===== src/rtl/quad_adder_pkg.sv =====
// Shared definitions for the quad serial adder control path: FSM state
// encoding, the strobe bundle decoded from each state, and default sizes.
package quad_adder_pkg;

  localparam int NIBBLES_DEF = 16;  // 4-bit steps per operation (64-bit operands)
  localparam int CNT_W_DEF   = 4;   // step counter width, 2^CNT_W >= NIBBLES
  localparam int NIBBLE_W    = 4;   // bits consumed per ADD step

  typedef enum logic [1:0] {
    ST_IDLE = 2'd0,
    ST_LOAD = 2'd1,
    ST_ADD  = 2'd2,
    ST_DONE = 2'd3
  } state_t;

  // Strobes driven towards the datapath; one bundle per state.
  typedef struct packed {
    logic load_ab;  // parallel-load A and B
    logic zero_r;   // clear result register
    logic zero_d;   // clear carry flop
    logic enb;      // shift A, B and R by one nibble
    logic busy;
    logic done;
  } ctrl_t;

  // Moore decode: the strobe set belonging to a given state.
  function automatic ctrl_t decode_ctrl(input state_t s);
    ctrl_t c;
    c = '0;
    case (s)
      ST_LOAD: begin
        c.load_ab = 1'b1;
        c.zero_r  = 1'b1;
        c.zero_d  = 1'b1;
        c.busy    = 1'b1;
      end
      ST_ADD: begin
        c.enb  = 1'b1;
        c.busy = 1'b1;
      end
      ST_DONE: begin
        c.done   = 1'b1;
        c.zero_d = 1'b1;
        c.busy   = 1'b1;
      end
      default: c = '0;
    endcase
    return c;
  endfunction

endpackage


===== src/rtl/quad_step_counter.sv =====
// Nibble step counter for the quad adder controller. Synchronous clear and
// enable, terminal count flag at NIBBLES-1, asynchronous active-high reset.
module quad_step_counter
  import quad_adder_pkg::*;
#(
  parameter int NIBBLES = NIBBLES_DEF,
  parameter int CNT_W   = CNT_W_DEF
) (
  input  logic             clk,
  input  logic             rst,
  input  logic             clr,
  input  logic             en,
  output logic [CNT_W-1:0] count,
  output logic             tc
);

  localparam logic [CNT_W-1:0] LAST = CNT_W'(NIBBLES - 1);

  // Step count: clear has priority over enable.
  always_ff @(posedge clk or posedge rst) begin
    if (rst) begin
      count <= '0;
    end else if (clr) begin
      count <= '0;
    end else if (en) begin
      count <= count + 1'b1;
    end
  end

  assign tc = (count == LAST);

endmodule


===== src/rtl/quad_adder_ctrl.sv =====
// Control FSM for the quad (4-bit-per-cycle) serial adder datapath.
// Sequence: IDLE -> LOAD (1 cycle) -> ADD (NIBBLES cycles) -> DONE (1 cycle).
// Optional macro QUAD_ADDER_OVERFLOW_EN builds the overflow register that
// captures the final carry; without it overflow is constant 0.
//
// Handshake: start is a level request sampled only while IDLE; there is no
// ready/ack, a request outside IDLE is dropped, and done is a one-cycle pulse
// marking the last cycle of the operation.
module quad_adder_ctrl
  import quad_adder_pkg::*;
#(
  parameter int NIBBLES = NIBBLES_DEF,
  parameter int CNT_W   = CNT_W_DEF
) (
  input  logic             clk,
  input  logic             rst,
  input  logic             start,
  input  logic             carry_out,
  output logic             enbA,
  output logic             enbB,
  output logic             enbR,
  output logic             loadA,
  output logic             loadB,
  output logic             loadR,
  output logic             zeroA,
  output logic             zeroB,
  output logic             zeroR,
  output logic             zeroD,
  output logic             busy,
  output logic             done,
  output logic             overflow,
  output state_t           dbg_state,
  output logic [CNT_W-1:0] dbg_step
);

  state_t           state;
  state_t           state_nxt;
  ctrl_t            ctrl;
  logic [CNT_W-1:0] step;
  logic             last_step;

  // Next-state rule; start only matters in IDLE.
  always_comb begin
    state_nxt = state;
    case (state)
      ST_IDLE: if (start) state_nxt = ST_LOAD;
      ST_LOAD: state_nxt = ST_ADD;
      ST_ADD:  if (last_step) state_nxt = ST_DONE;
      ST_DONE: state_nxt = ST_IDLE;
      default: state_nxt = ST_IDLE;
    endcase
  end

  // State register with strobes registered alongside it, decoded from the
  // state being entered so they line up exactly with the state.
  always_ff @(posedge clk or posedge rst) begin
    if (rst) begin
      state <= ST_IDLE;
      ctrl  <= '0;
    end else begin
      state <= state_nxt;
      ctrl  <= decode_ctrl(state_nxt);
    end
  end

  // Counter is cleared in LOAD and held at its terminal value on the last
  // ADD step, so it never wraps while ADD is active.
  quad_step_counter #(
    .NIBBLES (NIBBLES),
    .CNT_W   (CNT_W)
  ) u_step (
    .clk   (clk),
    .rst   (rst),
    .clr   (state == ST_LOAD),
    .en    ((state == ST_ADD) && !last_step),
    .count (step),
    .tc    (last_step)
  );

`ifdef QUAD_ADDER_OVERFLOW_EN
  // Capture the carry of the final nibble on the edge leaving DONE; the
  // datapath clears its carry flop on that same edge.
  always_ff @(posedge clk or posedge rst) begin
    if (rst) begin
      overflow <= 1'b0;
    end else if (state == ST_DONE) begin
      overflow <= carry_out;
    end
  end
`else
  logic carry_unused;
  assign carry_unused = carry_out;
  assign overflow     = 1'b0;
`endif

  assign loadA = ctrl.load_ab;
  assign loadB = ctrl.load_ab;
  assign loadR = 1'b0;
  assign enbA  = ctrl.enb;
  assign enbB  = ctrl.enb;
  assign enbR  = ctrl.enb;
  assign zeroA = 1'b0;
  assign zeroB = 1'b0;
  assign zeroR = ctrl.zero_r;
  assign zeroD = ctrl.zero_d;
  assign busy  = ctrl.busy;
  assign done  = ctrl.done;

  assign dbg_state = state;
  assign dbg_step  = step;

endmodule


===== config.mk =====
export PLATFORM = sky130hd
export DESIGN_NAME = quad_adder_ctrl
export DESIGN_NICKNAME = d
export VERILOG_FILES = /design/src/rtl/quad_adder_pkg.sv /design/src/rtl/quad_step_counter.sv /design/src/rtl/quad_adder_ctrl.sv
export SDC_FILE = /design/constraint.sdc
export NUM_CORES = 1
export LEC_CHECK = 0
export CAP_MARGIN = 5
export CORE_MARGIN = 3
export CORE_UTILIZATION = 36
export DETAILED_ROUTE_END_ITERATION = 6
export PLACE_DENSITY_LB_ADDON = 0.25
export SETUP_SLACK_MARGIN = 0.15
export SLEW_MARGIN = 20
export SYNTH_ARGS = -nofsm -noshare
export SYNTH_HDL_FRONTEND = slang
export SYNTH_HIERARCHICAL = 1
export SYNTH_SLANG_ARGS = --single-unit

===== constraint.sdc =====
create_clock -name clk -period 1.48 [get_ports clk]
set_input_delay 0.296 -clock clk [delete_from_list [all_inputs] [get_ports clk]]
set_output_delay 0.296 -clock clk [all_outputs]
set_load 0.05 [all_outputs]

==> results.txt, run 1 <==
The placement row count came out at 13. The count of vias placed by the detailed router came out at about 400. The time the final worst path needs with I/O delays and setup is around 1.4 ns. The cell count after synthesis came out at 51. The number of antenna diodes is 0.

The standard cell core area is between 1000 and 1500 um2. The peak clock frequency supported by timing is approximately 0.7 GHz. The global placer's final weighted congestion came out at approximately 0.76. CTS built an H-tree with a depth of 1. The type of the worst setup path is reg2reg.

The flow ran to the end, and the final reports show no timing, DRC or antenna violations. The clock passes through at most 2 buffers. After clock tree synthesis, the clock-pin slew on the worst setup and hold paths is ~0.070 ns. The total of flip-flops plus latches after synthesis came out at 10.

The floorplan step set the die width to 45.2 um. Leaving out fill and tap cells, the most frequent cells in the layout are 15 x sky130_fd_sc_hd__buf_12, 7 x sky130_fd_sc_hd__buf_4, 6 x sky130_fd_sc_hd__dfrtp_1. The final layout contains a little over 80 nets. The worst-skew pair later-pin latency is approximately 0.27 ns. The total area of multi-input combinational cells came out at 273 um2. The vias per cell is 4.48. In this run the tool buffered the top-level ports with 17 buffer cells. The critical-path cell with the highest stage delay is sky130_fd_sc_hd__dfrtp_2. The placed wire-length estimate is roughly 900 um. The setup-violating endpoint count in the final report is 0.

The number of antenna violations at the first check in global routing is 0. STA classifies the critical path startpoint as a flip-flop. The largest stage delay on the critical path came out at roughly 0.42 ns. The number of global-route vias before repair was around 440. The layout has 96 filler cells.

The global router's overall resource usage came out at between 10% and 20%. The worst clock skew on the final layout is between 0.004 and 0.005 ns. The data arrival at the endpoint of the critical path came out at roughly 1.6 ns.

The count of unresolved DRC violations after routing came out at 0. The tool flagged a number of max-cap violations equal to 0. Setup repair after global routing could not meet its margin everywhere. The number of buffers added by the clock tree synthesis step is 3. The count of clock tree sinks is 10. The area of the die came out at 2040 um2. The starting utilization of the core area is about two fifths. The portion of the clock cycle consumed by the worst path in the final layout came out at 96.2%. The area of the mapped netlist is between 500 and 600 um2. The number of top-level design ports is 23.

The commonest non-fill, non-tap cell in the layout is sky130_fd_sc_hd__buf_12. The height of the chip came out at roughly 45 um. The area growth from synthesis to layout is 78.7%. The remaining antenna violation count after routing is 0. The worst setup path is captured at a flip-flop. The synthesized area per cell came out at between 10 and 15 um2. Summed over all layers, the global routing overflow is 0.

The number of warnings printed during yosys synthesis is 6. The share of synthesized area occupied by flip-flops and latches is roughly 45%. The critical path goes through ha_4 -> and3_4 -> mux2_4 -> o22ai_4 -> and2_1. The pre-antenna-repair detailed-routing pass consisted of 4 iterations.

The fraction of the core area covered by cells at the end of the flow came out at between 70% and 80%. Of all nets on the critical path, the largest fanout is 5. Entering global routing, the biggest net connects 7 pins.

The final routed wirelength across all metal layers is between 1000 and 1500 um. Post-CTS timing repair inserted 0 buffers for setup. Broken down by cell family, the worst path's largest delay share belongs to flip-flops. Cells with a size suffix above 1 make up ~57% of the layout. The total buffers and inverters traversed by the critical path is 0. The netlist uses 18 different library cells. The hold violation count in the final report is 0. For the worst setup path, the data required time is between 1.5 and 2 ns.

The path class of the lowest-slack min-delay path is in2async. The global-route wire length before repair came out at 1850 um. In this run the clock root is driven by a sky130_fd_sc_hd__clkbuf_4.

After detailed routing, the average wire length per cell comes to between 10 and 15 um. The sequential standard cell area is 255 um2. The max-slew violation count is 0. The count of routing violations after the opening detailed-route iteration came out at 2. TritonCTS built the clock tree.
## path summary, 6_finish.rpt
check	slack, ns	start	cells after the start	end
worst min-delay path	0.24	rst	2	u_step/count[1]
worst max register to register	0.06	u_step/count[0]	5	enbA
worst min register to register	0.69	u_step/count[1]	3	u_step/count[1]
min in group clk	0.69	u_step/count[1]	3	u_step/count[1]
max in group asynchronous	1.02	rst	2	dbg_state[1]
worst max-delay path	0.06	u_step/count[0]	5	enbA
## layout make-up
cell class | instances | share of cell area [%]
Tap cell | 15 | 1.90
Clock buffer | 4 | 3.68
Multi-Input combinational cell | 30 | 27.7
Inverter | 5 | 1.90
Timing Repair Buffer | 25 | 39.0
Sequential cell | 10 | 25.9
## sequential cells by signal, indices dropped and copies added (netlist names)
signal / cells
loadA: 1
enbA: 1
u_step/count: 4
done: 1
dbg_state: 1
busy: 1
zeroD: 1
## logic make-up (layout without fill, tap and decap cells)
family / count (synthesis) / count (layout) / share of synthesized area [%]
AO/OA/AOI/OAI: 4 / 4 / 5.90
XOR/XNOR: 1 / 1 / 1.59
adder cells (fa/ha/maj): 4 / 4 / 9.07
buffers and inverters: 14 / 34 / 15.6
flip-flops: 10 / 10 / 45.4
multiplexers: 3 / 3 / 7.26
other: 1 / 4 / 0.680
AND/OR/NAND/NOR: 14 / 14 / 14.5
## cell usage after synthesis
master | n | area share, %
sky130_fd_sc_hd__a21bo_2 | 1 | 1.8
sky130_fd_sc_hd__a21oi_1 | 2 | 1.8
sky130_fd_sc_hd__and2_1 | 1 | 1.1
sky130_fd_sc_hd__and3_1 | 1 | 1.1
sky130_fd_sc_hd__buf_4 | 9 | 12
sky130_fd_sc_hd__conb_1 | 1 | 0.68
sky130_fd_sc_hd__dfrtp_1 | 10 | 45
sky130_fd_sc_hd__ha_1 | 4 | 9.1
sky130_fd_sc_hd__inv_1 | 5 | 3.4
sky130_fd_sc_hd__mux2_4 | 2 | 5.4
sky130_fd_sc_hd__mux2i_1 | 1 | 1.8
sky130_fd_sc_hd__nand2b_1 | 3 | 3.4
sky130_fd_sc_hd__nand3b_1 | 2 | 2.7
sky130_fd_sc_hd__nand4_1 | 1 | 1.1
sky130_fd_sc_hd__nor2_1 | 4 | 2.7
sky130_fd_sc_hd__nor2b_1 | 2 | 2.3
sky130_fd_sc_hd__o22ai_2 | 1 | 2.3
sky130_fd_sc_hd__xnor2_1 | 1 | 1.6
## metal layers
metal | wire length, um | vias up | track usage [%] | share of wire [%]
li1 | - | 198 | - | -
met1 | 476 | 184 | 15.1 | 42
met2 | 581 | 15 | 19.8 | 51
met3 | 75 | 2 | 6.37 | 6.6
met4 | 8 | 0 | 7.60 | 0.70
met5 | 0 | - | 0 | 0
## timing repair
| action | CTS | global route |
|---|---|---|
| gates cloned | 0 | 0 |
| setup endpoints to repair | 8 | 9 |
| pin swaps | 4 | 3 |
| hold buffers | 0 | 0 |
| resized for setup | 2 | 2 |
## stage by stage
step           cells  setup TNS [ns]  setup WS, ns  hold slack (ns)  area, um2
2_1_floorplan     54          -0.319        -0.129           0.0619        596
3_3_place_gp      85               0        0.0269            0.525        927
3_5_place_dp      85         -0.0361       -0.0196            0.526        927
4_1_cts           89               0        0.0423            0.239        975
5_1_grt           89         -0.0157       -0.0123            0.246        986
6_report          89               0        0.0560            0.241        986
Power of run 1 is not shown: default switching activity piles up to over one toggle a cycle in this logic, so the estimate is an artifact.
==> run 2: changes to the inputs <==
HOLD_SLACK_MARGIN = 0.02   (was default)
==> results of run 2 <==
Same layout as run 1: the final DEF is identical, and so are final timing and power.
Power of run 2 is left out for the same reason.
==> run 3: changes to the inputs <==
CAP_MARGIN = 10   (was 5)
CORE_MARGIN = default   (was 3)
==> results.txt, run 3 (synthesis gave the netlist of run 1 again) <==
The launching element of the worst setup path is u_step/count[0]. The number of buffers added by the clock tree synthesis step is 3 (unchanged). TritonCTS built the clock tree.

STA classifies the critical path startpoint as a flip-flop. The global router's overall resource usage came out at 18.0% (+4.8 points). The critical-path cell with the highest stage delay is sky130_fd_sc_hd__dfrtp_2. The count of routing violations after the opening detailed-route iteration came out at 3 (+1). The area of the die came out at 1690 um2 (-17%).

The required arrival time at the worst endpoint came out at 1.69 ns (about the same). By startpoint and endpoint, the worst setup path is classified as reg2reg. The number of antenna diodes was 0 (unchanged). The quantity of I/O buffers inserted on ports was 17 (unchanged). The count of vias placed by the detailed router is 403 (+1.0%). The time the final worst path needs with I/O delays and setup came out at 1.41 ns (-0.0116 ns).

The fraction of the core area covered by cells at the end of the flow came out at 72.3% (+0.18 points). The standard cell core area came to 1370 um2 (unchanged). The number of flip-flops under the largest register name came out at 4 (unchanged). In this run the clock root is driven by a sky130_fd_sc_hd__clkbuf_4. The placed wire-length estimate came to 846 um (-8.6%). The global-route wire length before repair is 1770 um (-4.5%). The portion of the clock cycle consumed by the worst path in the final layout came out at 95.4% (-0.78 points). The peak fanout along the critical path came out at 5 (unchanged).

The count of hold buffers inserted by post-cts repair came to 0 (unchanged). The largest buffer count on any clock path is 2 (unchanged). The number of nets at the end of the flow is 84 (+1.2%). The largest net degree at the start of global routing came out at 7 (unchanged). The remaining antenna violation count after routing is 0 (unchanged). The tightest min-delay check is of the in2async type.

The share of final-layout standard cells stronger than drive strength 1 was 57.3% (+0.58 points). The startpoint identified for the worst register-to-register timing path is u_step/count[0]. The run finished with clean final reports. The clock edge transition at the registers on the reported setup and hold paths was 0.07 ns (about the same).

The global placer's final weighted congestion came out at 0.694 (-9.3%). The max-slew violation count is 0 (unchanged). The height of the chip is 41.2 um (-8.9%). The placement row count is 13 (unchanged). The data arrival at the endpoint of the critical path came out at 1.62 ns (about the same). Setup repair after global routing could not meet its margin everywhere.

The area growth from synthesis to layout is 79.1%. The worst reg2reg path endpoint is enbA. The number of H-tree levels is 1 (unchanged). The number of detailed-routing iterations run before antenna repair is 2 (-2).

The final routed wirelength across all metal layers came to 1120 um (-1.8%). The hold violation count in the final report is 0 (unchanged). The setup slack on the worst flop-to-flop path is 0.07 ns (about the same). The kind of capture point of the worst setup path is a flip-flop. In the layout the commonest cells are 15 x sky130_fd_sc_hd__buf_12, 8 x sky130_fd_sc_hd__buf_4, 6 x sky130_fd_sc_hd__dfrtp_1.

The count of clock tree sinks is 10 (unchanged). The largest stage delay on the critical path came out at 0.43 ns (about the same). The starting utilization of the core area is 40.4% (unchanged).

The worst clock skew on the final layout is 0.00145 ns (-0.00280 ns). The worst-skew pair later-pin latency is 0.27 ns (about the same). The worst reg2reg path depth was 5 (unchanged). The average wire per cell in the routed design was 12.5 um (-2.8%).

Leaving out fill and tap cells, the most frequent cell in the layout is sky130_fd_sc_hd__buf_12. The number of antenna violations at the first check in global routing is 0 (unchanged). The count of unresolved DRC violations after routing was 0 (unchanged). The total congestion overflow after global routing is 0 (unchanged). The vias per cell is 4.48 (-0.12%). Traced cell by cell, the critical path runs through ha_4 -> and3_4 -> mux2_4 -> o22ai_4 -> and2_1.

The number of global-route vias before repair came to 409 (-6.0%). The horizontal die dimension is 41.2 um (-8.9%). The max-cap check violation count came out at 0 (unchanged). The setup-violating endpoint count in the final report came to 0 (unchanged). The number of top-level design ports is 23 (unchanged). Ranked by flip-flop count, first place goes to u_step/count. The peak clock frequency supported by timing was 0.708 GHz (+0.82%).
## run 3: layer usage
metal | part of all wire [%] | vias to the layer above | global-route usage [%]
li1 | - | 199 | -
met2 | 50 | 14 | 25.0
met3 | 4.5 | 4 | 6.52
met1 | 41 | 186 | 21.1
met5 | 0 | - | 0
met4 | 3.7 | 0 | 16.9
## run 3: worst max-delay path, delay by kind of cell, from the launching register on
family | cells | cell delay (ns)
DFF | 1 | 0.43
and+or+nand+nor | 2 | 0.32
muxes | 1 | 0.28
adders and majority gates | 1 | 0.17
AOI/OAI and AO/OA | 1 | 0.16
## run 3: layout make-up
type,count,area [um2]
clock buffer,4,36.3
fill,94,378
inverter,5,18.8
multi-input combinational,30,268
sequential,10,255
tap,15,18.8
timing repair buffer,26,392
## run 3: per-stage QoR
step                      hold WS, ns  TNS, ns  worst slack (ns)  area, um2  instances
after global placement          0.524        0            0.0264        927         85
after CTS                       0.270        0            0.0580        985         90
final                           0.266        0            0.0676        988         90
after detailed placement        0.566        0            0.0102        927         85
after floorplan                0.0619   -0.319            -0.129        596         54
after global routing            0.299        0           0.00621        988         90
## run 3: how the worst max path moves through the flow
stage                     slack (ns)               to  cells after the start
after floorplan                -0.13  u_step/count[3]                      5
after global placement          0.03             enbA                      5
after detailed placement        0.01             enbA                      5
after CTS                       0.06             enbA                      5
after global routing           0.006             enbA                      5
final                           0.07             enbA                      5
## run 3: what timing repair did
action	CTS	global route
pin swaps	5	1
endpoints found under the setup margin	8	10
gates resized for setup	3	1
endpoints found under the hold margin	0	0
setup buffers	1	0
Power of run 3 is left out for the same reason.
